**src/rtl/rdout_seq_if.sv**
```systemverilog
// Signal bundle between the read-control FIFOs and the readout sequencer.
// Names are from the sequencer's side: i_ flows into it, o_ is driven by it.
interface rdout_seq_if;
    logic [3:0]  i_state;
    logic        i_rdena;
    logic        i_tempty;
    logic [3:0]  i_blkout;
    logic        i_scnd_blk;
    logic [7:0]  i_l1pout;
    logic        i_lct_ph_out;
    logic [5:0]  i_l1anum;
    logic        i_l1a_phase_out;
    logic        i_dfull;

    logic        o_trgdone;
    logic        o_popl1an;
    logic [6:0]  o_sca_adr;
    logic        o_adc_conv;
    logic        o_smp_we;
    logic        o_hdr_we;
    logic [19:0] o_hdr_data;
    logic        o_busy;
    logic [11:0] o_evt_cnt;

    modport slave (
        input  i_state, i_rdena, i_tempty, i_blkout, i_scnd_blk, i_l1pout,
               i_lct_ph_out, i_l1anum, i_l1a_phase_out, i_dfull,
        output o_trgdone, o_popl1an, o_sca_adr, o_adc_conv, o_smp_we,
               o_hdr_we, o_hdr_data, o_busy, o_evt_cnt
    );

    modport master (
        output i_state, i_rdena, i_tempty, i_blkout, i_scnd_blk, i_l1pout,
               i_lct_ph_out, i_l1anum, i_l1a_phase_out, i_dfull,
        input  o_trgdone, o_popl1an, o_sca_adr, o_adc_conv, o_smp_we,
               o_hdr_we, o_hdr_data, o_busy, o_evt_cnt
    );
endinterface

```
**src/rtl/rdout_seq.sv**
```systemverilog
// Readout sequencer: walks the 8 SCA cells of each pending block, one cell per
// 16-clock STATE period, and writes one header per new event.
module rdout_seq #(
    parameter bit TMR = 1'b0
) (
    input  logic       CLK,
    input  logic       RST,
    rdout_seq_if.slave bus
);
    localparam int NCOPY = TMR ? 3 : 1;

    typedef enum logic {IDLE = 1'b0, READ = 1'b1} state_t;

    logic [NCOPY-1:0]       r_state;
    logic [NCOPY-1:0][2:0]  r_cell;
    logic [NCOPY-1:0][11:0] r_evt_cnt;

    logic        w_state_bit;
    state_t      w_state;
    logic [2:0]  w_cell;
    logic [11:0] w_evt_cnt;

    // Every copy is loaded from the same voted next value, so a single upset is
    // out-voted and then scrubbed on the following edge.
    generate
        if (TMR) begin : g_vote
            assign w_state_bit = (r_state[0] & r_state[1]) | (r_state[0] & r_state[2]) |
                                 (r_state[1] & r_state[2]);
            assign w_cell      = (r_cell[0] & r_cell[1]) | (r_cell[0] & r_cell[2]) |
                                 (r_cell[1] & r_cell[2]);
            assign w_evt_cnt   = (r_evt_cnt[0] & r_evt_cnt[1]) | (r_evt_cnt[0] & r_evt_cnt[2]) |
                                 (r_evt_cnt[1] & r_evt_cnt[2]);
        end else begin : g_plain
            assign w_state_bit = r_state[0];
            assign w_cell      = r_cell[0];
            assign w_evt_cnt   = r_evt_cnt[0];
        end
    endgenerate

    assign w_state = state_t'(w_state_bit);

    state_t      w_state_next;
    logic [2:0]  w_cell_next;
    logic [11:0] w_evt_cnt_next;
    logic        w_start;
    logic        w_new_evt;
    logic        w_adc;
    logic        w_smp;
    logic        w_done;

    always_comb begin
        w_state_next   = w_state;
        w_cell_next    = w_cell;
        w_evt_cnt_next = w_evt_cnt;
        w_start        = 1'b0;
        w_new_evt      = 1'b0;
        w_adc          = 1'b0;
        w_smp          = 1'b0;
        w_done         = 1'b0;
        case (w_state)
            IDLE: begin
                // DFULL and RDENA only gate the start; a running block always finishes.
                if (bus.i_state == 4'd4 && !bus.i_tempty && bus.i_rdena && !bus.i_dfull) begin
                    w_start      = 1'b1;
                    w_new_evt    = !bus.i_scnd_blk;
                    w_state_next = READ;
                    w_cell_next  = 3'd0;
                    if (!bus.i_scnd_blk) begin
                        w_evt_cnt_next = w_evt_cnt + 12'd1;
                    end
                end
            end
            READ: begin
                w_adc = (bus.i_state == 4'd5);
                if (bus.i_state == 4'd15) begin
                    w_smp = 1'b1;
                    if (w_cell == 3'd7) begin
                        w_done       = 1'b1;
                        w_state_next = IDLE;
                        w_cell_next  = 3'd0;
                    end else begin
                        w_cell_next = w_cell + 3'd1;
                    end
                end
            end
        endcase
    end

    always_ff @(posedge CLK or posedge RST) begin
        if (RST) begin
            r_state   <= '0;
            r_cell    <= '0;
            r_evt_cnt <= '0;
        end else begin
            r_state   <= {NCOPY{w_state_next == READ}};
            r_cell    <= {NCOPY{w_cell_next}};
            r_evt_cnt <= {NCOPY{w_evt_cnt_next}};
        end
    end

    logic [3:0]  r_blk;
    logic [6:0]  r_sca_adr;
    logic [19:0] r_hdr_data;
    logic        r_trgdone;
    logic        r_popl1an;
    logic        r_adc_conv;
    logic        r_smp_we;
    logic        r_hdr_we;

    always_ff @(posedge CLK or posedge RST) begin
        if (RST) begin
            r_blk      <= '0;
            r_sca_adr  <= '0;
            r_hdr_data <= '0;
            r_trgdone  <= 1'b0;
            r_popl1an  <= 1'b0;
            r_adc_conv <= 1'b0;
            r_smp_we   <= 1'b0;
            r_hdr_we   <= 1'b0;
        end else begin
            r_trgdone  <= w_done;
            r_popl1an  <= w_new_evt;
            r_hdr_we   <= w_new_evt;
            r_adc_conv <= w_adc;
            r_smp_we   <= w_smp;
            if (w_start) begin
                r_blk     <= bus.i_blkout;
                r_sca_adr <= {bus.i_blkout, 3'd0};
                if (w_new_evt) begin
                    r_hdr_data <= {bus.i_l1a_phase_out, bus.i_lct_ph_out, bus.i_l1anum,
                                   bus.i_l1pout, bus.i_blkout};
                end
            end else if (w_smp && !w_done) begin
                r_sca_adr <= {r_blk, w_cell_next};
            end
        end
    end

    assign bus.o_trgdone  = r_trgdone;
    assign bus.o_popl1an  = r_popl1an;
    assign bus.o_sca_adr  = r_sca_adr;
    assign bus.o_adc_conv = r_adc_conv;
    assign bus.o_smp_we   = r_smp_we;
    assign bus.o_hdr_we   = r_hdr_we;
    assign bus.o_hdr_data = r_hdr_data;
    assign bus.o_busy     = (w_state == READ);
    assign bus.o_evt_cnt  = w_evt_cnt;
endmodule
```
**src/flat_wrapper.sv**
```systemverilog
// flat-port wrapper written by rule: the top's interface ports become plain ports
module rdout_seq_flat 
#(
    parameter bit TMR = 1'b0
)
  (CLK, RST, bus_i_state, bus_i_rdena, bus_i_tempty, bus_i_blkout, bus_i_scnd_blk, bus_i_l1pout, bus_i_lct_ph_out, bus_i_l1anum, bus_i_l1a_phase_out, bus_i_dfull, bus_o_trgdone, bus_o_popl1an, bus_o_sca_adr, bus_o_adc_conv, bus_o_smp_we, bus_o_hdr_we, bus_o_hdr_data, bus_o_busy, bus_o_evt_cnt);
  rdout_seq_if bus_i ();
  input  logic CLK;
  input  logic RST;
  input wire logic [$bits(bus_i.i_state)-1:0] bus_i_state;
  input wire logic [$bits(bus_i.i_rdena)-1:0] bus_i_rdena;
  input wire logic [$bits(bus_i.i_tempty)-1:0] bus_i_tempty;
  input wire logic [$bits(bus_i.i_blkout)-1:0] bus_i_blkout;
  input wire logic [$bits(bus_i.i_scnd_blk)-1:0] bus_i_scnd_blk;
  input wire logic [$bits(bus_i.i_l1pout)-1:0] bus_i_l1pout;
  input wire logic [$bits(bus_i.i_lct_ph_out)-1:0] bus_i_lct_ph_out;
  input wire logic [$bits(bus_i.i_l1anum)-1:0] bus_i_l1anum;
  input wire logic [$bits(bus_i.i_l1a_phase_out)-1:0] bus_i_l1a_phase_out;
  input wire logic [$bits(bus_i.i_dfull)-1:0] bus_i_dfull;
  output wire logic [$bits(bus_i.o_trgdone)-1:0] bus_o_trgdone;
  output wire logic [$bits(bus_i.o_popl1an)-1:0] bus_o_popl1an;
  output wire logic [$bits(bus_i.o_sca_adr)-1:0] bus_o_sca_adr;
  output wire logic [$bits(bus_i.o_adc_conv)-1:0] bus_o_adc_conv;
  output wire logic [$bits(bus_i.o_smp_we)-1:0] bus_o_smp_we;
  output wire logic [$bits(bus_i.o_hdr_we)-1:0] bus_o_hdr_we;
  output wire logic [$bits(bus_i.o_hdr_data)-1:0] bus_o_hdr_data;
  output wire logic [$bits(bus_i.o_busy)-1:0] bus_o_busy;
  output wire logic [$bits(bus_i.o_evt_cnt)-1:0] bus_o_evt_cnt;
  assign bus_i.i_state = bus_i_state;
  assign bus_i.i_rdena = bus_i_rdena;
  assign bus_i.i_tempty = bus_i_tempty;
  assign bus_i.i_blkout = bus_i_blkout;
  assign bus_i.i_scnd_blk = bus_i_scnd_blk;
  assign bus_i.i_l1pout = bus_i_l1pout;
  assign bus_i.i_lct_ph_out = bus_i_lct_ph_out;
  assign bus_i.i_l1anum = bus_i_l1anum;
  assign bus_i.i_l1a_phase_out = bus_i_l1a_phase_out;
  assign bus_i.i_dfull = bus_i_dfull;
  assign bus_o_trgdone = bus_i.o_trgdone;
  assign bus_o_popl1an = bus_i.o_popl1an;
  assign bus_o_sca_adr = bus_i.o_sca_adr;
  assign bus_o_adc_conv = bus_i.o_adc_conv;
  assign bus_o_smp_we = bus_i.o_smp_we;
  assign bus_o_hdr_we = bus_i.o_hdr_we;
  assign bus_o_hdr_data = bus_i.o_hdr_data;
  assign bus_o_busy = bus_i.o_busy;
  assign bus_o_evt_cnt = bus_i.o_evt_cnt;
  rdout_seq #(.TMR(TMR)) u_core (.CLK(CLK), .RST(RST), .bus(bus_i));
endmodule
```
**config.mk**
```make
export PLATFORM = sky130hd
export DESIGN_NAME = rdout_seq_flat
export DESIGN_NICKNAME = d
export VERILOG_FILES = /design/src/rtl/rdout_seq_if.sv /design/src/rtl/rdout_seq.sv /design/src/flat_wrapper.sv
export SDC_FILE = /design/constraint.sdc
export NUM_CORES = 1
export LEC_CHECK = 0
export ABC_AREA = 1
export CAP_MARGIN = 10
export CORE_MARGIN = 2
export CORE_UTILIZATION = 35
export CTS_BUF_LIST = sky130_fd_sc_hd__clkbuf_4
export DETAILED_ROUTE_END_ITERATION = 7
export PLACE_DENSITY = 0.6
export SYNTH_ARGS = -nofsm -noshare
export SYNTH_HDL_FRONTEND = slang
export SYNTH_SLANG_ARGS = --single-unit
```
**constraint.sdc**
```tcl
create_clock -name CLK -period 2 [get_ports CLK]
set_clock_uncertainty 0.05 [all_clocks]
set_input_delay 0.2 -clock CLK [delete_from_list [all_inputs] [get_ports CLK]]
set_output_delay 0.2 -clock CLK [all_outputs]
set_load 0.01 [all_outputs]
```
* Yosys cells after proc, flatten, opt, wreduce, memory -nomap -nowiden
Cells that the tools add are included.
** Operators by class
- Bitwise gates (word level) :: 2
- Eq/ne operators :: 4
- Div/mod/pow operators :: 0
- Magnitude comparators :: 0
- Shifts and indexed selects :: 0
- Add/subtract/negate cells :: 2
- Reduce and logical (&&, ||, !) cells :: 11
- Multipliers :: 0
- Muxes and demuxes :: 19
** Operators by type and width (number)
- $mux 7 :: 2
- $add 12x1->12 const B :: 1
- $mux 1 :: 12
- $mux 3 :: 3
- $eq 4x3->1 const B :: 2
- $pmux 3 s2 :: 1
- $eq 4x4->1 const B :: 1
- $logic_and 1x1->1 :: 4
- $logic_not 1->1 :: 4
- $add 3x1->3 const B :: 1
- $eq 3x3->1 const B :: 1
- $reduce_and 3->1 :: 1
- $not 1->1 :: 2
- $pmux 1 s2 :: 1
- $reduce_and 2->1 :: 1
- $reduce_bool 2->1 :: 1
** Word-level totals
- ROM bits :: 0
- Latch bits :: 0
- Input port bits :: 30
- Memories kept :: 0
- Register bits :: 51
- Memory bits (writable) :: 0

* Longest topological paths before layout
- Depth in word-level cells :: 8
- Depth in mapped cells :: 9

* Worst setup path after synthesis
OpenSTA, ideal clock, no wires.
- Path kind :: flip-flop to flip-flop
- From :: register u_core.r_evt_cnt (netlist bit u_core.bus.o_evt_cnt[0])
- To :: register u_core.r_evt_cnt (netlist bit u_core.bus.o_evt_cnt[8])
- Stages on the path, launching flop included :: 9
- Setup time :: 0.117 ns
- Buffers on the path :: 0
- Period minus slack after synthesis :: 1.407 ns
- Data required time :: 1.833 ns
- Data arrival time :: 1.240 ns
- Slack :: 0.593 ns
- Path through :: dfrtp_1 > ha_1 > nand3_1 > nor2_1 > nand2_1 > nand2_1 > nand2_1 > nand2_1 > nand2_1
** Between the ends
- Longest elaborated chain between the ends :: 1
** Ends and longest elaborated chain
- from (decl) :: RTL line rdout_seq.sv:16 : logic [NCOPY-1:0][11:0] r_evt_cnt;
- from (signal assigned) :: RTL line rdout_seq.sv:97 : r_evt_cnt <= {NCOPY{w_evt_cnt_next}};
- $add 12x1->12 :: RTL line rdout_seq.sv:69 : w_evt_cnt_next = w_evt_cnt + 12'd1;
No other way between the ends.
A chain may end at the register's enable or synchronous reset.

* Worst setup path after layout
- From :: register u_core.r_evt_cnt (netlist bit u_core.bus.o_evt_cnt[0])
- To :: output bus_o_evt_cnt[0]
** RTL lines
- to (decl) :: RTL line flat_wrapper.sv:28 : output wire logic [$bits(bus_i.o_evt_cnt)-1:0] bus_o_evt_cnt;
No word-level cell between the ends.

==> results.md <==
* Largest net degree at the start of global routing at 52
* CP endpoint kind: primary output
* Register area share after synthesis at between 50 and 60%
* Critical Path Start: u_core.bus.o_evt_cnt[0]$_DFFE_PP0P_
* GRT Total Usage at about 15%
* Max Slew Vio Count at 0
* Area growth syn-to-layout at 37.7%
* Critical path class: reg2out
* Bufs and invs on worst path at 1
* CP peak stage delay at approximately 0.57 ns
* Clock-pin slew on the worst setup and hold paths at ~0.15 ns
* Global route overflow at 0
* Final #Nets at between 400 and 500
* Crit path DAT at 1.42 ns
* Post-DP HPWL at between 3000 and 4000 um
* Leakage at approximately 1.7 nW
* Setup WS post-layout at around 0.33 ns
* Final setup vio count at 0
* Worst R2R Path Depth at 8
* Distinct cells, synth at 24
* Status: completed
* Worst-Skew Late Latency at approximately 0.37 ns
* FMAX at about 0.60 GHz
* Core area at 6720 um^2
* Hold buffer count at CTS at 0
* Max VDD drop at 0.403 mV
* Seq cells post-synth at between 50 and 60
* Post-Syn Nets at between 300 and 400
* R2R Setup Slk at about 0.42 ns
* Mapped Cells at between 200 and 300
* Origin of the critical flop-to-flop path: u_core.r_cell[0]$_DFF_PP0_
* CTS resizes at 0
* Most frequent cells in the layout: 145 x nand2_1, 74 x clkdlybuf4s50_1, 51 x dfrtp_1, 26 x inv_1, 11 x nor2_1
* Number of top-level pins at between 70 and 80
* Area contributors post-synth: dfrtp_1 53%, nand2_1 23%, inv_1 4.2%, buf_6 2.8%, nand4_1 2.6%
* First-pass DRT Iterations at 4
* Power Dens Cells at around 770 nW/um^2
* DR vias at 2007
* Max-Cap Viols at 0
* Hold WC Path Type: in2async
* Share of cells above drive strength 1 at under 10%
* Total wire length at ~5200 um
* Die width at about 87 um
* WP data required at 1.75 ns
* Post-CTS Setup Bufs at 0
* Avg Inst Size Synth at around 8.3 um^2
* Fin Hold WS at ~0.12 ns
* Final hold vios at 0
* YS warnings at 0
* Cell-by-cell listing of the critical path: clkdlybuf4s50_1
* Num rows at 30
* I/O Buffers at between 70 and 80
* H-tree levels at 2
* Final Core Density at slightly below 50%
* Num CTS Buffers at 5
* Max-slew headroom at roughly four fifths
* Initial antenna violation count at 0
* Filler cells at 634
* Area of the mapped netlist at 2400 um^2
* Antenna diodes at 0
* Dpl ws at between 0.15 and 0.2 ns
* Antenna viol nets, final at 0
* Crit start category: flip-flop
* Vias/cell at around 4.5
* Num Clock Sinks at 51
* Initial Utilization at a little over a third
* Vias in the first global route at ~1900
* Worst Tran Pin Value at just over 0.3 ns
* Worst path slowest cell: clkdlybuf4s50_1
* R2R Path End: u_core.bus.o_sca_adr[2]$_DFFE_PP0P_
* Top cell type's share of synthesized area at between 50% and 60%
* RSZ-0062 raised after global routing: false
* Most common cell after layout, fill and taps aside: nand2_1
* Final min period at 1.67 ns
* TritonCTS clock tree: done
* CTS Root Cell: clkbuf_4
* DRT iter0 DRCs at 65
* Gp weighted congestion at between 0.7 and 0.8
* Period Utilization, post-route at approximately 84%
* Clock Tree Buf Depth at 2
* TNS Setup at 0 ns
* Routed len/inst at between 10 and 15 um
* First-pass GRT wire length at approximately 8600 um
* WP depth at 1
* Crit path max-delay family: buffers and inverters
* CP Max Fanout at 7
* Die area at 7520 um^2
* Die height at about 87 um
* Remaining DRCs at 0
* Largest area contributor in the netlist: dfrtp_1
==> kinds of logic after synthesis <==
group | after synthesis | share of synthesized area (%)
flops | 51 | 53.3
compound gates | 4 | 0.836
xor+xnor | 6 | 2.19
simple gates | 191 | 34.6
buf+inv | 35 | 7.57
fa+ha+maj | 3 | 1.57
==> power by group <==
| group | leakage, nW | switching [W] | internal, W |
|---|---|---|---|
| registers | 0.662 | 0.0000916 | 0.00118 |
| logic | 0.949 | 0.000313 | 0.000353 |
| clock network | 0.0432 | 0.000338 | 0.000264 |
| total | 1.65 | 0.000743 | 0.00180 |
==> metal layers <==
metal / vias up / share of wire (%) / track usage, %
li1: 1046 / - / -
met1: 896 / 47 / 19.1
met2: 58 / 47 / 23.8
met3: 7 / 4.4 / 3.52
met4: 0 / 1.1 / 4.40
met5: - / 0 / 0
==> cells in the mapped netlist <==
library cell,instances
nand2_1,145
dfrtp_1,51
inv_1,27
nor2_1,11
nand4_1,10
nand3_1,9
buf_6,6
and2_1,4
xor2_1,4
ha_1,3
a21oi_1,2
and3_1,2
nand2_2,2
nor2_4,2
o21ai_0,2
xnor2_1,2
buf_2,1
buf_4,1
nand3_4,1
nand3b_1,1
nor2_2,1
nor2_8,1
nor3_1,1
nor4_1,1
==> worst max path at each step <==
stage	endpoint
2_1_floorplan	u_core.bus.o_adc_conv$_DFF_PP0_
3_3_place_gp	u_core.bus.o_sca_adr[1]$_DFFE_PP0P_
3_5_place_dp	u_core.bus.o_sca_adr[4]$_DFFE_PP0P_
4_1_cts	bus_o_evt_cnt[0]
5_1_grt	bus_o_evt_cnt[0]
6_report	bus_o_evt_cnt[0]
==> layout make-up <==
| type | instances | area [um^2] | area share, % |
|---|---|---|---|
| inverters | 27 | 101 | 3.07 |
| clock inverters | 3 | 42.5 | 1.29 |
| well taps | 80 | 100 | 3.03 |
| multi-input cells | 204 | 938 | 28.4 |
| clock buffers | 5 | 37.5 | 1.14 |
| repair buffers | 79 | 803 | 24.3 |
| flip-flops and latches | 51 | 1280 | 38.7 |
==> worst register-to-register path, delay by kind of cell, from the launching register on <==
kind | cells | cell delay, ns
AND/OR/NAND/NOR | 4 | 0.37
adder cells (fa/ha/maj) | 2 | 0.41
flip-flops | 1 | 0.42
buffers and inverters | 2 | 0.25
==> sequential cells by signal, summed over array words and instances (netlist names) <==
register,flops
u_core.bus.o_adc_conv,1
u_core.bus.o_busy,1
u_core.bus.o_evt_cnt,12
u_core.bus.o_hdr_data,20
u_core.bus.o_popl1an,1
u_core.bus.o_sca_adr,7
u_core.bus.o_smp_we,1
u_core.bus.o_trgdone,1
u_core.r_blk,4
u_core.r_cell,3
==> metrics by stage <==
step | instance area (um^2) | total power [W] | cells
after global placement | 3220 | 0.00195 | 441
after global routing | 3300 | 0.00271 | 449
after CTS | 3300 | 0.00257 | 449
final | 3300 | 0.00254 | 449
after floorplan | 2400 | 0.00159 | 290
after detailed placement | 3220 | 0.00196 | 441
Power figures use the tool's default switching activity.
